## src/rtl/key_event_arbiter.sv

```systemverilog
// Debounced key flag/value pairs -> PRESS/RELEASE/REPEAT events, one pending slot per key,
// shared onto a single valid/ready port through a round-robin arbiter.

module key_event_fsm #(
  parameter int unsigned HOLD_CYC   = 50_000_000,
  parameter int unsigned REPEAT_CYC = 10_000_000
) (
  input  logic       key_clk,
  input  logic       key_rst_n,
  input  logic       flag,
  input  logic       value,
  output logic       held,
  output logic       raise,
  output logic [1:0] raise_type
);
  typedef enum logic [1:0] {IDLE = 2'd0, HOLD = 2'd1, RPT = 2'd2} state_e;

  localparam logic [31:0] HOLD_LD = 32'(HOLD_CYC - 1);
  localparam logic [31:0] RPT_LD  = 32'(REPEAT_CYC - 1);

  state_e      state_q, state_d;
  logic [31:0] cnt_q, cnt_d;

  always_ff @(posedge key_clk or negedge key_rst_n) begin
    if (!key_rst_n) begin
      state_q <= IDLE;
      cnt_q   <= '0;
    end else begin
      state_q <= state_d;
      cnt_q   <= cnt_d;
    end
  end

  always_comb begin
    state_d    = state_q;
    cnt_d      = cnt_q;
    raise      = 1'b0;
    raise_type = 2'b00;
    case (state_q)
      IDLE: begin
        if (flag && !value) begin
          raise      = 1'b1;
          raise_type = 2'b01;
          cnt_d      = HOLD_LD;
          state_d    = HOLD;
        end
      end
      HOLD, RPT: begin
        // release beats a coincident repeat; a pressed-while-held flag is a glitch
        if (flag && value) begin
          raise      = 1'b1;
          raise_type = 2'b10;
          state_d    = IDLE;
        end else if (cnt_q == '0) begin
          raise      = 1'b1;
          raise_type = 2'b11;
          cnt_d      = RPT_LD;
          state_d    = RPT;
        end else begin
          cnt_d = cnt_q - 32'd1;
        end
      end
      default: state_d = IDLE;
    endcase
  end

  assign held = (state_q != IDLE);
endmodule

module key_event_arbiter #(
  parameter int unsigned NUM_KEYS   = 4,
  parameter int unsigned HOLD_CYC   = 50_000_000,
  parameter int unsigned REPEAT_CYC = 10_000_000,
  parameter int unsigned IDW        = 2
) (
  input  logic                key_clk,
  input  logic                key_rst_n,
  input  logic [NUM_KEYS-1:0] key_flag,
  input  logic [NUM_KEYS-1:0] key_value,
  output logic                evt_valid,
  input  logic                evt_ready,
  output logic [IDW-1:0]      evt_id,
  output logic [1:0]          evt_type,
  output logic [NUM_KEYS-1:0] key_held,
  output logic                evt_ovf
);
  logic [NUM_KEYS-1:0]      raise;
  logic [NUM_KEYS-1:0][1:0] raise_type;

  for (genvar i = 0; i < NUM_KEYS; i++) begin : g_key
    key_event_fsm #(.HOLD_CYC(HOLD_CYC), .REPEAT_CYC(REPEAT_CYC)) u_fsm (
      .key_clk   (key_clk),
      .key_rst_n (key_rst_n),
      .flag      (key_flag[i]),
      .value     (key_value[i]),
      .held      (key_held[i]),
      .raise     (raise[i]),
      .raise_type(raise_type[i])
    );
  end

  logic [NUM_KEYS-1:0]      slot_v_q, slot_v_d;
  logic [NUM_KEYS-1:0][1:0] slot_t_q, slot_t_d;
  logic [IDW-1:0]           rr_ptr_q, rr_ptr_d;
  logic                     evt_valid_q, evt_valid_d;
  logic [IDW-1:0]           evt_id_q, evt_id_d;
  logic [1:0]               evt_type_q, evt_type_d;
  logic                     evt_ovf_q, evt_ovf_d;

  logic                load, found;
  logic [IDW:0]        idx;
  logic [IDW-1:0]      gnt_id;
  logic [NUM_KEYS-1:0] gnt;

  // Round-robin scan starting at rr_ptr, wrapping at NUM_KEYS.
  always_comb begin
    load   = !evt_valid_q || evt_ready;
    found  = 1'b0;
    gnt_id = '0;
    idx    = '0;
    for (int k = 0; k < int'(NUM_KEYS); k++) begin
      idx = {1'b0, rr_ptr_q} + (IDW+1)'(k);
      if (idx >= (IDW+1)'(NUM_KEYS)) idx = idx - (IDW+1)'(NUM_KEYS);
      if (!found && slot_v_q[idx[IDW-1:0]]) begin
        found  = 1'b1;
        gnt_id = idx[IDW-1:0];
      end
    end
    for (int i = 0; i < int'(NUM_KEYS); i++)
      gnt[i] = load && found && (gnt_id == IDW'(i));
  end

  always_comb begin
    slot_v_d    = slot_v_q;
    slot_t_d    = slot_t_q;
    evt_ovf_d   = 1'b0;
    rr_ptr_d    = rr_ptr_q;
    evt_valid_d = evt_valid_q;
    evt_id_d    = evt_id_q;
    evt_type_d  = evt_type_q;
    for (int i = 0; i < int'(NUM_KEYS); i++) begin
      if (raise[i]) begin
        // a same-cycle grant empties the slot first, so only an ungranted full slot overflows
        if (slot_v_q[i] && !gnt[i]) evt_ovf_d = 1'b1;
        slot_v_d[i] = 1'b1;
        slot_t_d[i] = raise_type[i];
      end else if (gnt[i]) begin
        slot_v_d[i] = 1'b0;
      end
    end
    if (load) begin
      evt_valid_d = found;
      if (found) begin
        evt_id_d   = gnt_id;
        evt_type_d = slot_t_q[gnt_id];
        rr_ptr_d   = (gnt_id == IDW'(NUM_KEYS - 1)) ? '0 : gnt_id + IDW'(1);
      end
    end
  end

  always_ff @(posedge key_clk or negedge key_rst_n) begin
    if (!key_rst_n) begin
      slot_v_q    <= '0;
      slot_t_q    <= '0;
      rr_ptr_q    <= '0;
      evt_valid_q <= 1'b0;
      evt_id_q    <= '0;
      evt_type_q  <= 2'b00;
      evt_ovf_q   <= 1'b0;
    end else begin
      slot_v_q    <= slot_v_d;
      slot_t_q    <= slot_t_d;
      rr_ptr_q    <= rr_ptr_d;
      evt_valid_q <= evt_valid_d;
      evt_id_q    <= evt_id_d;
      evt_type_q  <= evt_type_d;
      evt_ovf_q   <= evt_ovf_d;
    end
  end

  assign evt_valid = evt_valid_q;
  assign evt_id    = evt_id_q;
  assign evt_type  = evt_type_q;
  assign evt_ovf   = evt_ovf_q;
endmodule
```

## config.mk

```make
export PLATFORM = sky130hd
export DESIGN_NAME = key_event_arbiter
export DESIGN_NICKNAME = d
export VERILOG_FILES = /design/src/rtl/key_event_arbiter.sv
export SDC_FILE = /design/constraint.sdc
export NUM_CORES = 1
export LEC_CHECK = 0
export ABC_AREA = 0
export CORE_ASPECT_RATIO = 0.75
export CORE_MARGIN = 1.5
export CORE_UTILIZATION = 65
export CTS_BUF_LIST = sky130_fd_sc_hd__clkbuf_8
export DETAILED_ROUTE_END_ITERATION = 8
export MAX_ROUTING_LAYER = met4
export PLACE_DENSITY = 0.83
export SLEW_MARGIN = 5
export SYNTH_ARGS = -nofsm -noshare
export SYNTH_HDL_FRONTEND = slang
export SYNTH_SLANG_ARGS = --single-unit
```

## constraint.sdc

```tcl
create_clock -name key_clk -period 3.68 [get_ports key_clk]
set_input_delay 0.736 -clock key_clk [delete_from_list [all_inputs] [get_ports key_clk]]
set_output_delay 0.736 -clock key_clk [all_outputs]
set_load 0.005 [all_outputs]
```

* Yosys cells after proc, flatten, opt, wreduce, memory -nomap -nowiden *
Cells that the tools add are included.

storage, ports and cells
  input bits = 11
  logic and storage cells = 235
  register bits after elaboration = 156

operators by class
  equality and inequality tests = 23
  mux-type cells = 103
  add/subtract/negate cells = 12
  reduce and logical (&&, ||, !) cells = 67
  $lt $le $gt $ge = 9

operators with widths
  cell                                                       count
  2-to-1 mux 32 bit                                          12
  case mux 32 bit (2 select lines)                           4
  zero test 32 bit                                           4
  subtractor 32 x 1 -> 32 bit (second input constant)        4
  2-to-1 mux 2 bit                                           30
  2-to-1 mux 1 bit                                           40
  case mux 2 bit (2 select lines)                            8
  nonzero test 2 bit                                         12
  logical AND 1 bit                                          20
  < comparator 2 x 3 -> 1 bit (second input constant)        5
  equality test 2 bit (second input constant)                6
  zero test 1 bit                                            12
  != test 3 x 1 -> 1 bit (second input constant)             4
  AND reduction 3 bit                                        4
  equality test 2 x 1 -> 1 bit (second input constant)       5
  zero test 2 bit                                            5
  AND reduction 2 bit                                        5
  greater-or-equal comparator 3 bit (second input constant)  3
  binary-select mux 1 bit (select 2 bit)                     4
  != test 2 x 1 -> 1 bit (second input constant)             4
  != test 2 bit (second input constant)                      4
  case mux 1 bit (2 select lines)                            4
  OR reduction 2 bit                                         4
  subtractor 2 x 1 -> 2 bit (second input constant)          4
  other kinds (6)                                            7

* Logic depth before layout (Yosys ltp) *
Gate-level depths: netlist of the first run.

  depth in word-level cells = 26
  mapped depth = 10
  depth with buffers taken out = 9

* Cells and area by module *
From an unflattened synthesis of the first run, not the netlist that was laid out.

unflattened totals
  cells, all modules = 1074
  area total of the unflattened synthesis = 9603.0 sq um

by module, submodules not included
  module                               cells each  times used  seq. area each (sq um)  area an instance (sq um)
  key_event_fsm at g_key[0].u_fsm ...  238         2           850.8                   2080.7
  key_event_fsm at g_key[3].u_fsm      266         1           850.8                   2257.2
  key_event_fsm at g_key[2].u_fsm      243         1           850.8                   2204.6
  key_event_arbiter                    89          1           500.5                   979.7

* Worst setup path before layout of the first run *
Ideal clock, no wire load.

  kind = register to register
  start point = reg g_key[1].u_fsm.cnt_q[12]
  end point = reg g_key[1].u_fsm.cnt_q[24]
  data arrival time = 2418 ps
  stages on the path, launching flop included = 7
  setup slack = 1139 ps
  cell sequence = dfrtp_1 -> or4_4 -> or4_4 -> or3_4 -> or3_4 -> a21oi_1 -> o21bai_1

on the way
  cells in the longest elaborated chain, start to end = 4
  elaborated cells between the ends (all ways) = 5

RTL lines
  element                                                                 RTL line  text
  from (decl)                                                             22        logic [31:0] cnt_q, cnt_d;
  from (signal assigned)                                                  30        cnt_q <= cnt_d;
  subtractor 32 x 1 -> 32 bit / zero test 32 bit (equally long branches)  60, 54
  2-to-1 mux 32 bit (*)                                                   54        end else if (cnt_q == '0) begin
  2-to-1 mux 32 bit (*)                                                   50        if (flag && value) begin
  case mux 32 bit (2 select lines) (*)                                    39        case (state_q)

Mark *: on every way between the ends. The rest lies on a longest branch, timed or not. The select of a mux whose other input is x is not followed.
A chain may end at the register's enable or synchronous reset.

* Worst setup path after layout of the first run *
  start point = reg g_key[1].u_fsm.cnt_q[12]
  end point = reg g_key[1].u_fsm.cnt_q[29]

The elaborated chain is that of the path after synthesis.

==> tab_implementation.tex, run 1 <==
\begin{tabular}{lr}
\hline
Metric & Value \\
\hline
\multicolumn{2}{l}{\textbf{Yosys}} \\
\quad Number of enable flip-flop cells after synthesis & 0 \\
\quad Cells after synthesis & between 900 and 1000 \\
\quad Share of synthesized flip-flops with an asynchronous set or reset & 1.00 \\
\quad Distinct cell type count after synthesis & 73 \\
\quad Mean instance size in the synthesized netlist & just under 9 sq um \\
\quad Dominant register cell in the synthesized netlist & dfrtp\_1 \\
\quad Mapped cell area & 0.00886 sq mm \\
\quad Ys Warns & 0 \\
\quad Number of synthesized register bits & $\sim$160 \\
\quad Portion of the post-synthesis area used by sequential elements & 0.441 \\
\quad Post-synth net total & 1028 \\
\multicolumn{2}{l}{\textbf{Pwr}} \\
\quad Overall Power & about 5.2 mW \\
\quad Power per standard cell area & 541 mW/mm\^{}2 \\
\quad Leakage power of the design & 3.66 nW \\
\quad IR Drop Worst-Case VDD & 352 uV \\
\multicolumn{2}{l}{\textbf{Final layout}} \\
\quad Synthesis-to-layout area growth & 8.17\% \\
\quad Sequential cell area in the final layout & around 0.004 sq mm \\
\quad Final non-filler cell area & 0.00958 sq mm \\
\quad Utilization after layout & 0.728 \\
\quad Total of fill cells in the finished design & 1012 \\
\quad Count of antenna diodes in the layout & 0 \\
\quad Most frequent standard cell in the layout excluding fill and tap cells & dfrtp\_1 \\
\quad Share of final-layout standard cells stronger than drive strength 1 & 0.0713 \\
\quad Post-Layout Cell Count & 1195 \\
\quad Net count reported at finish & about 1000 \\
\quad Area taken by multi-input logic gates & between 0.004 and 0.005 sq mm \\
\quad Commonest cells after routing, fill and taps aside & dfrtp\_1 (156), nor2\_1 (110), nand2\_1 (98) \\
\multicolumn{2}{l}{\textbf{STA}} \\
\quad FMAX & $\sim$340 MHz \\
\quad Sum Neg Setup Slack & 0 ns \\
\quad Final setup violating endpoints & 0 \\
\quad Count of pins over their slew limit & 0 \\
\quad Unrepaired setup endpoints after global routing & false \\
\quad Worst-case clock skew & between 0.008 and 0.009 ns \\
\quad Worst Hold Margin & around 0.18 ns \\
\quad Share of the clock period used by the worst path & 0.795 \\
\quad Setup slack of the critical path after layout & between 0.7 and 0.8 ns \\
\quad Slew @ Worst Pin & 0.887 ns \\
\quad Final hold violation count & 0 \\
\quad Final Critical Period & about 2.9 ns \\
\quad Max transition margin & 0.405 \\
\multicolumn{2}{l}{\textbf{Critical path}} \\
\quad Critical Path Slowest Stage Cell & or4\_4 \\
\quad Largest driver fanout on the critical path & 18 \\
\quad Combined buffer and inverter count along the critical path & 1 \\
\quad Category of the critical setup timing path & reg -> reg \\
\quad CP top delay family & simple AND/OR/NAND/NOR gates \\
\quad Launch instance of the worst register-to-register path & g\_key[1].u\_fsm.cnt\_q[12]\$\_DFFE\_PN0P\_ \\
\quad Data required time at the worst endpoint & slightly above 4 ns \\
\quad List of cells traversed by the critical path & or4\_4 > or4\_4 > nor3\_4 > nor2\_2 > buf\_4 > a32o\_1 > a31o\_1 \\
\quad Worst Setup SP & g\_key[1].u\_fsm.cnt\_q[12]\$\_DFFE\_PN0P\_ \\
\quad Data arrival time of the critical path & between 3 and 4 ns \\
\quad Crit path capture type & flip-flop \\
\quad Largest stage delay on the critical path & 0.62 ns \\
\quad Crit-path most repeated cell & or4\_4 \\
\quad Startpoint kind of the worst setup timing path & flip-flop \\
\multicolumn{2}{l}{\textbf{Clock network}} \\
\quad Setup repair bufs after CTS & 0 \\
\quad Root buffer cell & clkbuf\_8 \\
\quad Worst-path clk slew & around 0.080 ns \\
\quad Number of buffers inserted during clock tree synthesis & 17 \\
\quad Num Clock Sinks & 156 \\
\quad Number of buffers on the longest clock path & 2 \\
\quad Clock tree from TritonCTS & yes \\
\quad Post-CTS Hold Fix Bufs & 0 \\
\quad Clock latency of the later-clocked register in the worst-skew pair & 0.47 ns \\
\quad Total of cells resized after clock tree synthesis & 0 \\
\quad H-tree levels & 4 \\
\multicolumn{2}{l}{\textbf{GRT}} \\
\quad Via count of the first global-routing pass & approximately 7000 \\
\quad Number of antenna violations at the first check in global routing & 0 \\
\quad Pin count of the biggest net entering global routing & between 70 and 80 \\
\quad Gr ovfl total & 0 \\
\quad Wire length of the first global-routing pass & 33400 um \\
\quad Total global routing track utilization & 0.296 \\
\multicolumn{2}{l}{\textbf{Placed design}} \\
\quad Number of input and output port buffers inserted & 20 \\
\quad Dpl cells & 1164 \\
\quad Instance area after placement & approximately 0.009 sq mm \\
\quad Pre-CTS worst setup slack & $\sim$0.55 ns \\
\quad Final Wtd Congestion & 0.909 \\
\quad Sum of net half-perimeters after detailed placement & between 10000 and 15000 um \\
\multicolumn{2}{l}{\textbf{Detailed routing}} \\
\quad Routed vias/inst & 6.25 \\
\quad Drc violations & 0 \\
\quad Average wire per standard cell & $\sim$16 um \\
\quad Pre-antenna DRT Iters & 6 \\
\quad DRC marker count from the first detailed-route iteration & 643 \\
\quad Total detailed-routing wirelength & approximately 20000 um \\
\quad Via count of the routed design & 7468 \\
\quad Remaining number of nets flagged by the antenna check after routing & 0 \\
\multicolumn{2}{l}{\textbf{Die}} \\
\quad Area inside the core boundary & approximately 0.013 sq mm \\
\quad Effective utilization at floorplan & 0.673 \\
\quad Area of the die & 0.0143 sq mm \\
\quad Overall die height & approximately 100 um \\
\quad Boundary Pins & 21 \\
\quad Die Span X & 138 um \\
\quad Standard-cell rows & 36 \\
\multicolumn{2}{l}{\textbf{Run}} \\
\quad Number of max-cap violations & 0 \\
\multicolumn{2}{l}{\textbf{Outcome}} \\
\quad Result of the run & finished clean \\
\multicolumn{2}{l}{\textbf{Min path}} \\
\quad Worst min path class & in -> async \\
\hline
\end{tabular}
## registers in the layout, indices dropped and copies added, names as in the netlist
name                 cells
g_key.u_fsm.state_q      8
evt_ovf                  1
evt_type                 2
evt_valid                1
slot_t_q                 8
rr_ptr_q                 2
slot_v_q                 4
g_key.u_fsm.cnt_q      128
evt_id                   2
## worst register-to-register path, delay by kind of cell, from the launching register on
family | cells | cell delay (ns)
AOI/OAI and AO/OA | 2 | 0.44
buffers and inverters | 1 | 0.21
DFF | 1 | 0.45
and+or+nand+nor | 4 | 1.72
## metal layers
| metal | vias to the layer above | part of all wire | GRT usage |
|---|---|---|---|
| met5 | - | 0 | - |
| met4 | 0 | 0.013 | 0.0841 |
| met3 | 25 | 0.053 | 0.0497 |
| met2 | 208 | 0.43 | 0.401 |
| met1 | 3568 | 0.50 | 0.456 |
| li1 | 3667 | - | - |
## power by group
part           leakage (nW)  switching [mW]  internal, mW
Clock                 0.198           0.623         0.569
Combinational          1.70            1.17         0.696
Sequential             1.76           0.206          1.92
Total                  3.66            2.00          3.18
## path summary, 6_finish.rpt
path | to | slack, ns | cells after the start
setup / recovery | g_key[1].u_fsm.cnt_q[29]$_DFFE_PN0P_ | 0.75 | 7
hold / removal | g_key[3].u_fsm.cnt_q[4]$_DFFE_PN0P_ | 0.18 | 1
setup reg to reg | g_key[1].u_fsm.cnt_q[29]$_DFFE_PN0P_ | 0.75 | 7
hold reg to reg | g_key[0].u_fsm.cnt_q[0]$_DFFE_PN0P_ | 0.48 | 1
max in group asynchronous | g_key[1].u_fsm.cnt_q[22]$_DFFE_PN0P_ | 2.61 | 2
min in group key_clk | g_key[0].u_fsm.cnt_q[0]$_DFFE_PN0P_ | 0.48 | 1
## Yosys cell counts (all sizes together) (5+ instances only)
| library cell | n | area share |
|---|---|---|
| nor3 | 46 | 0.030 |
| o22ai | 6 | 0.0042 |
| nand4 | 9 | 0.0064 |
| a211o | 5 | 0.0049 |
| nand3 | 28 | 0.016 |
| nor2 | 111 | 0.047 |
| buf | 12 | 0.0083 |
| dfrtp | 156 | 0.44 |
| a211oi | 5 | 0.0042 |
| ha | 19 | 0.027 |
| nor4 | 40 | 0.031 |
| xnor2 | 33 | 0.033 |
| mux2i | 6 | 0.0068 |
| inv | 37 | 0.016 |
| nor4b | 5 | 0.0064 |
| nor2b | 7 | 0.0049 |
| xor2 | 13 | 0.013 |
| nor3b | 6 | 0.0051 |
| a21oi | 50 | 0.028 |
| o22a | 5 | 0.0049 |
| or4 | 14 | 0.013 |
| or2 | 7 | 0.0049 |
| nand2 | 98 | 0.042 |
| or3 | 22 | 0.017 |
| o21ai | 87 | 0.050 |
| a31oi | 15 | 0.011 |
| a21o | 12 | 0.010 |
| o21a | 8 | 0.0068 |
| nand2b | 14 | 0.0099 |
| clkbuf | 30 | 0.013 |
| nand3b | 5 | 0.0042 |
| a22o | 13 | 0.013 |
| o41ai | 11 | 0.012 |
| o31ai | 16 | 0.014 |
## layout make-up
cell class | count | share of cell area
multi-input cells | 763 | 0.483
flip-flops and latches | 156 | 0.408
repair buffers | 37 | 0.0357
clock buffers | 20 | 0.0287
well taps | 171 | 0.0223
inverters | 37 | 0.0145
clock inverters | 11 | 0.00823
## kinds of logic after synthesis
logic type	after synthesis	synth area share
flops	156	0.441
buf+inv	79	0.0367
fa+ha+maj	19	0.0268
xor+xnor	46	0.0455
compound gates	264	0.193
mux	6	0.00678
simple gates	428	0.251
No activity file was read; power rests on OpenSTA's default activity.
==> run 2, diff against run 1 <==
==> constraint.sdc (replaced) <==
create_clock -name key_clk -period 2.85 [get_ports key_clk]
set_input_delay 0.57 -clock key_clk [delete_from_list [all_inputs] [get_ports key_clk]]
set_output_delay 0.57 -clock key_clk [all_outputs]
set_load 0.005 [all_outputs]
==> tab_implementation.tex, run 2 (synthesis results as in run 1) <==
\begin{tabular}{lr}
\hline
Metric & Value \\
\hline
\multicolumn{2}{l}{\textbf{Outcome}} \\
\quad Result of the run & finished clean (unchanged) \\
\multicolumn{2}{l}{\textbf{STA}} \\
\quad Share of the clock period used by the worst path & 0.936 (was 0.795) \\
\quad Final setup violating endpoints & 0 (unchanged) \\
\quad Max transition margin & 0.443 (was 0.405) \\
\quad Final Critical Period & 2.67 ns (was 2.93 ns) \\
\quad FMAX & 375 MHz (was 342 MHz) \\
\quad Unrepaired setup endpoints after global routing & false (unchanged) \\
\quad Worst-case clock skew & 0.0113 ns (was 0.00817 ns) \\
\quad Count of pins over their slew limit & 0 (unchanged) \\
\quad Worst Hold Margin & 0.0672 ns (was 0.178 ns) \\
\quad Slew @ Worst Pin & 0.831 ns (was 0.887 ns) \\
\quad Sum Neg Setup Slack & 0 ns (unchanged) \\
\quad Setup slack of the critical path after layout & 0.183 ns (was 0.753 ns) \\
\quad Final hold violation count & 0 (unchanged) \\
\multicolumn{2}{l}{\textbf{Clock network}} \\
\quad Number of buffers inserted during clock tree synthesis & 17 (unchanged) \\
\quad H-tree levels & 4 (unchanged) \\
\quad Clock latency of the later-clocked register in the worst-skew pair & 0.48 ns (was 0.47 ns) \\
\quad Post-CTS Hold Fix Bufs & 0 (unchanged) \\
\quad Number of buffers on the longest clock path & 2 (unchanged) \\
\quad Worst-path clk slew & 0.08 ns (about the same) \\
\quad Total of cells resized after clock tree synthesis & 0 (unchanged) \\
\quad Num Clock Sinks & 156 (unchanged) \\
\quad Clock tree from TritonCTS & yes (unchanged) \\
\quad Root buffer cell & clkbuf\_8 (unchanged) \\
\quad Setup repair bufs after CTS & 0 (unchanged) \\
\multicolumn{2}{l}{\textbf{Placed design}} \\
\quad Final Wtd Congestion & 0.985 (was 0.909) \\
\quad Dpl cells & 1198 (was 1164) \\
\quad Instance area after placement & 0.00948 sq mm (was 0.00923 sq mm) \\
\quad Number of input and output port buffers inserted & 20 (unchanged) \\
\quad Pre-CTS worst setup slack & 0.0987 ns (was 0.550 ns) \\
\quad Sum of net half-perimeters after detailed placement & 14400 um (was 13300 um) \\
\multicolumn{2}{l}{\textbf{Critical path}} \\
\quad Critical Path Slowest Stage Cell & or4\_4 (unchanged) \\
\quad Combined buffer and inverter count along the critical path & 2 (was 1) \\
\quad End of the critical path & g\_key[1].u\_fsm.state\_q[0]\$\_DFFE\_PN0P\_ (was g\_key[1].u\_fsm.cnt\_q[29]\$\_DFFE\_PN0P\_) \\
\quad Critical register-to-register path endpoint & g\_key[1].u\_fsm.state\_q[0]\$\_DFFE\_PN0P\_ (was g\_key[1].u\_fsm.cnt\_q[29]\$\_DFFE\_PN0P\_) \\
\quad Data required time at the worst endpoint & 3.20 ns (was 4.04 ns) \\
\quad Largest driver fanout on the critical path & 11 (was 18) \\
\quad Crit path capture type & flip-flop (unchanged) \\
\quad Launch instance of the worst register-to-register path & g\_key[1].u\_fsm.cnt\_q[12]\$\_DFFE\_PN0P\_ (unchanged) \\
\quad Data arrival time of the critical path & 3.02 ns (was 3.28 ns) \\
\quad Crit. path cell count & 8 (was 7) \\
\quad Worst Setup SP & g\_key[1].u\_fsm.cnt\_q[12]\$\_DFFE\_PN0P\_ (unchanged) \\
\quad Startpoint kind of the worst setup timing path & flip-flop (unchanged) \\
\quad Largest stage delay on the critical path & 0.57 ns (was 0.62 ns) \\
\quad Register-to-register path setup slack & 0.18 ns (was 0.75 ns) \\
\quad List of cells traversed by the critical path & or4\_4 > or4\_4 > buf\_4 > o31ai\_2 > buf\_4 > nor2\_1 > a31oi\_1 > o21ai\_1 (was or4\_4 > or4\_4 > nor3\_4 > nor2\_2 > buf\_4 > a32o\_1 > a31o\_1) \\
\quad Category of the critical setup timing path & reg -> reg (unchanged) \\
\quad Cells on worst reg2reg path & 8 (was 7) \\
\quad CP top delay family & simple AND/OR/NAND/NOR gates (unchanged) \\
\multicolumn{2}{l}{\textbf{Die}} \\
\quad Die Span X & 138 um (unchanged) \\
\quad Effective utilization at floorplan & 0.673 (unchanged) \\
\quad Area of the die & 0.0143 sq mm (unchanged) \\
\quad Standard-cell rows & 36 (unchanged) \\
\quad Overall die height & 104 um (unchanged) \\
\quad Area inside the core boundary & 0.0132 sq mm (unchanged) \\
\quad Boundary Pins & 21 (unchanged) \\
\multicolumn{2}{l}{\textbf{Final layout}} \\
\quad Post-Layout Cell Count & 1229 (was 1195) \\
\quad Synthesis-to-layout area growth & 11.7\% (was 8.17\%) \\
\quad Top flop regs & g\_key.u\_fsm.cnt\_q: 128 flops, g\_key.u\_fsm.state\_q: 8 flops, slot\_t\_q: 8 flops (unchanged) \\
\quad Number of flip-flops under the largest register name & 128 (unchanged) \\
\quad Commonest cells after routing, fill and taps aside & dfrtp\_1 (156), nor2\_1 (109), nand2\_1 (98) (was dfrtp\_1 (156), nor2\_1 (110), nand2\_1 (98)) \\
\quad Share of final-layout standard cells stronger than drive strength 1 & 0.104 (was 0.0713) \\
\quad Count of antenna diodes in the layout & 0 (unchanged) \\
\quad Most frequent standard cell in the layout excluding fill and tap cells & dfrtp\_1 (unchanged) \\
\quad Utilization after layout & 0.752 (was 0.728) \\
\quad Biggest register & g\_key.u\_fsm.cnt\_q (unchanged) \\
\quad Final non-filler cell area & 0.00989 sq mm (was 0.00958 sq mm) \\
\quad Net count reported at finish & 1076 (was 1042) \\
\multicolumn{2}{l}{\textbf{GRT}} \\
\quad Total global routing track utilization & 0.322 (was 0.296) \\
\quad Via count of the first global-routing pass & 7344 (was 6803) \\
\quad Wire length of the first global-routing pass & 35900 um (was 33400 um) \\
\quad Gr ovfl total & 0 (unchanged) \\
\quad Pin count of the biggest net entering global routing & 65 (was 73) \\
\quad Number of antenna violations at the first check in global routing & 0 (unchanged) \\
\multicolumn{2}{l}{\textbf{Detailed routing}} \\
\quad Routed vias/inst & 6.44 (was 6.25) \\
\quad Pre-antenna DRT Iters & 5 (was 6) \\
\quad Drc violations & 0 (unchanged) \\
\quad Via count of the routed design & 7916 (was 7468) \\
\quad Total detailed-routing wirelength & 21100 um (was 19500 um) \\
\quad Average wire per standard cell & 17.2 um (was 16.3 um) \\
\quad DRC marker count from the first detailed-route iteration & 887 (was 643) \\
\quad Remaining number of nets flagged by the antenna check after routing & 0 (unchanged) \\
\multicolumn{2}{l}{\textbf{Pwr}} \\
\quad IR Drop Worst-Case VDD & 445 uV (was 352 uV) \\
\quad Clock power frac & 0.244 (was 0.230) \\
\quad Part of the total power dissipated in sequential elements & 0.390 (was 0.410) \\
\quad Leakage power of the design & 3.84 nW (was 3.66 nW) \\
\quad Overall Power & 7.05 mW (was 5.18 mW) \\
\quad Comb pwr share & 0.367 (was 0.359) \\
\quad Power per standard cell area & 712 mW/mm\^{}2 (was 541 mW/mm\^{}2) \\
\quad Sw power & 2.65 mW (was 2.00 mW) \\
\quad Cell internal pwr & 4.40 mW (was 3.18 mW) \\
\quad Net switching fraction of the power & 0.376 (was 0.385) \\
\multicolumn{2}{l}{\textbf{Run}} \\
\quad Number of max-cap violations & 0 (unchanged) \\
\multicolumn{2}{l}{\textbf{Min path}} \\
\quad Worst min path class & in -> async (unchanged) \\
\hline
\end{tabular}
-- run 2: power by group through the flow --
stage	clock network [mW]	registers [mW]	logic, mW
global route	1.83	2.78	2.87
global placement	0	2.76	2.47
finish	1.72	2.75	2.58
floorplan	0	2.70	1.74
CTS	1.75	2.74	2.56
detailed placement	0	2.78	2.53
-- run 2: layout make-up --
cell class | count | area (sq um)
Tap cell | 171 | 214
Fill cell | 959 | 3260
Multi-Input combinational cell | 763 | 4630
Timing Repair Buffer | 71 | 597
Sequential cell | 156 | 3900
Clock inverter | 8 | 90.1
Clock buffer | 23 | 317
Inverter | 37 | 139
-- run 2: worst min path at each step --
stage	from	end	slack (ns)	cells past startpoint
3_3_place_gp	g_key[0].u_fsm.cnt_q[0]$_DFFE_PN0P_	g_key[0].u_fsm.cnt_q[0]$_DFFE_PN0P_	0.45	1
2_1_floorplan	key_rst_n	evt_id[0]$_DFFE_PN0P_	0.27	0
4_1_cts	key_rst_n	g_key[3].u_fsm.cnt_q[12]$_DFFE_PN0P_	0.07	1
5_1_grt	key_rst_n	g_key[3].u_fsm.cnt_q[6]$_DFFE_PN0P_	0.11	1
3_5_place_dp	g_key[2].u_fsm.cnt_q[17]$_DFFE_PN0P_	g_key[2].u_fsm.cnt_q[17]$_DFFE_PN0P_	0.47	1
6_report	key_rst_n	g_key[3].u_fsm.cnt_q[6]$_DFFE_PN0P_	0.07	1
-- run 2: per-layer routing --
layer,vias up,GRT usage,share of wire,wire length [um]
met2,330,0.457,0.45,9480
met1,3819,0.469,0.46,9720
li1,3733,-,-,-
met5,-,-,0,0
met4,0,0.0967,0.016,328
met3,34,0.0643,0.076,1610
-- run 2: worst reg2reg max path, stage by stage, from the launching register on --
cell     delay, ns
dfrtp_1       0.44
or4_4         0.57
or4_4         0.53
buf_4         0.21
o31ai_2       0.27
buf_4         0.22
nor2_1        0.06
a31oi_1       0.16
o21ai_1       0.08
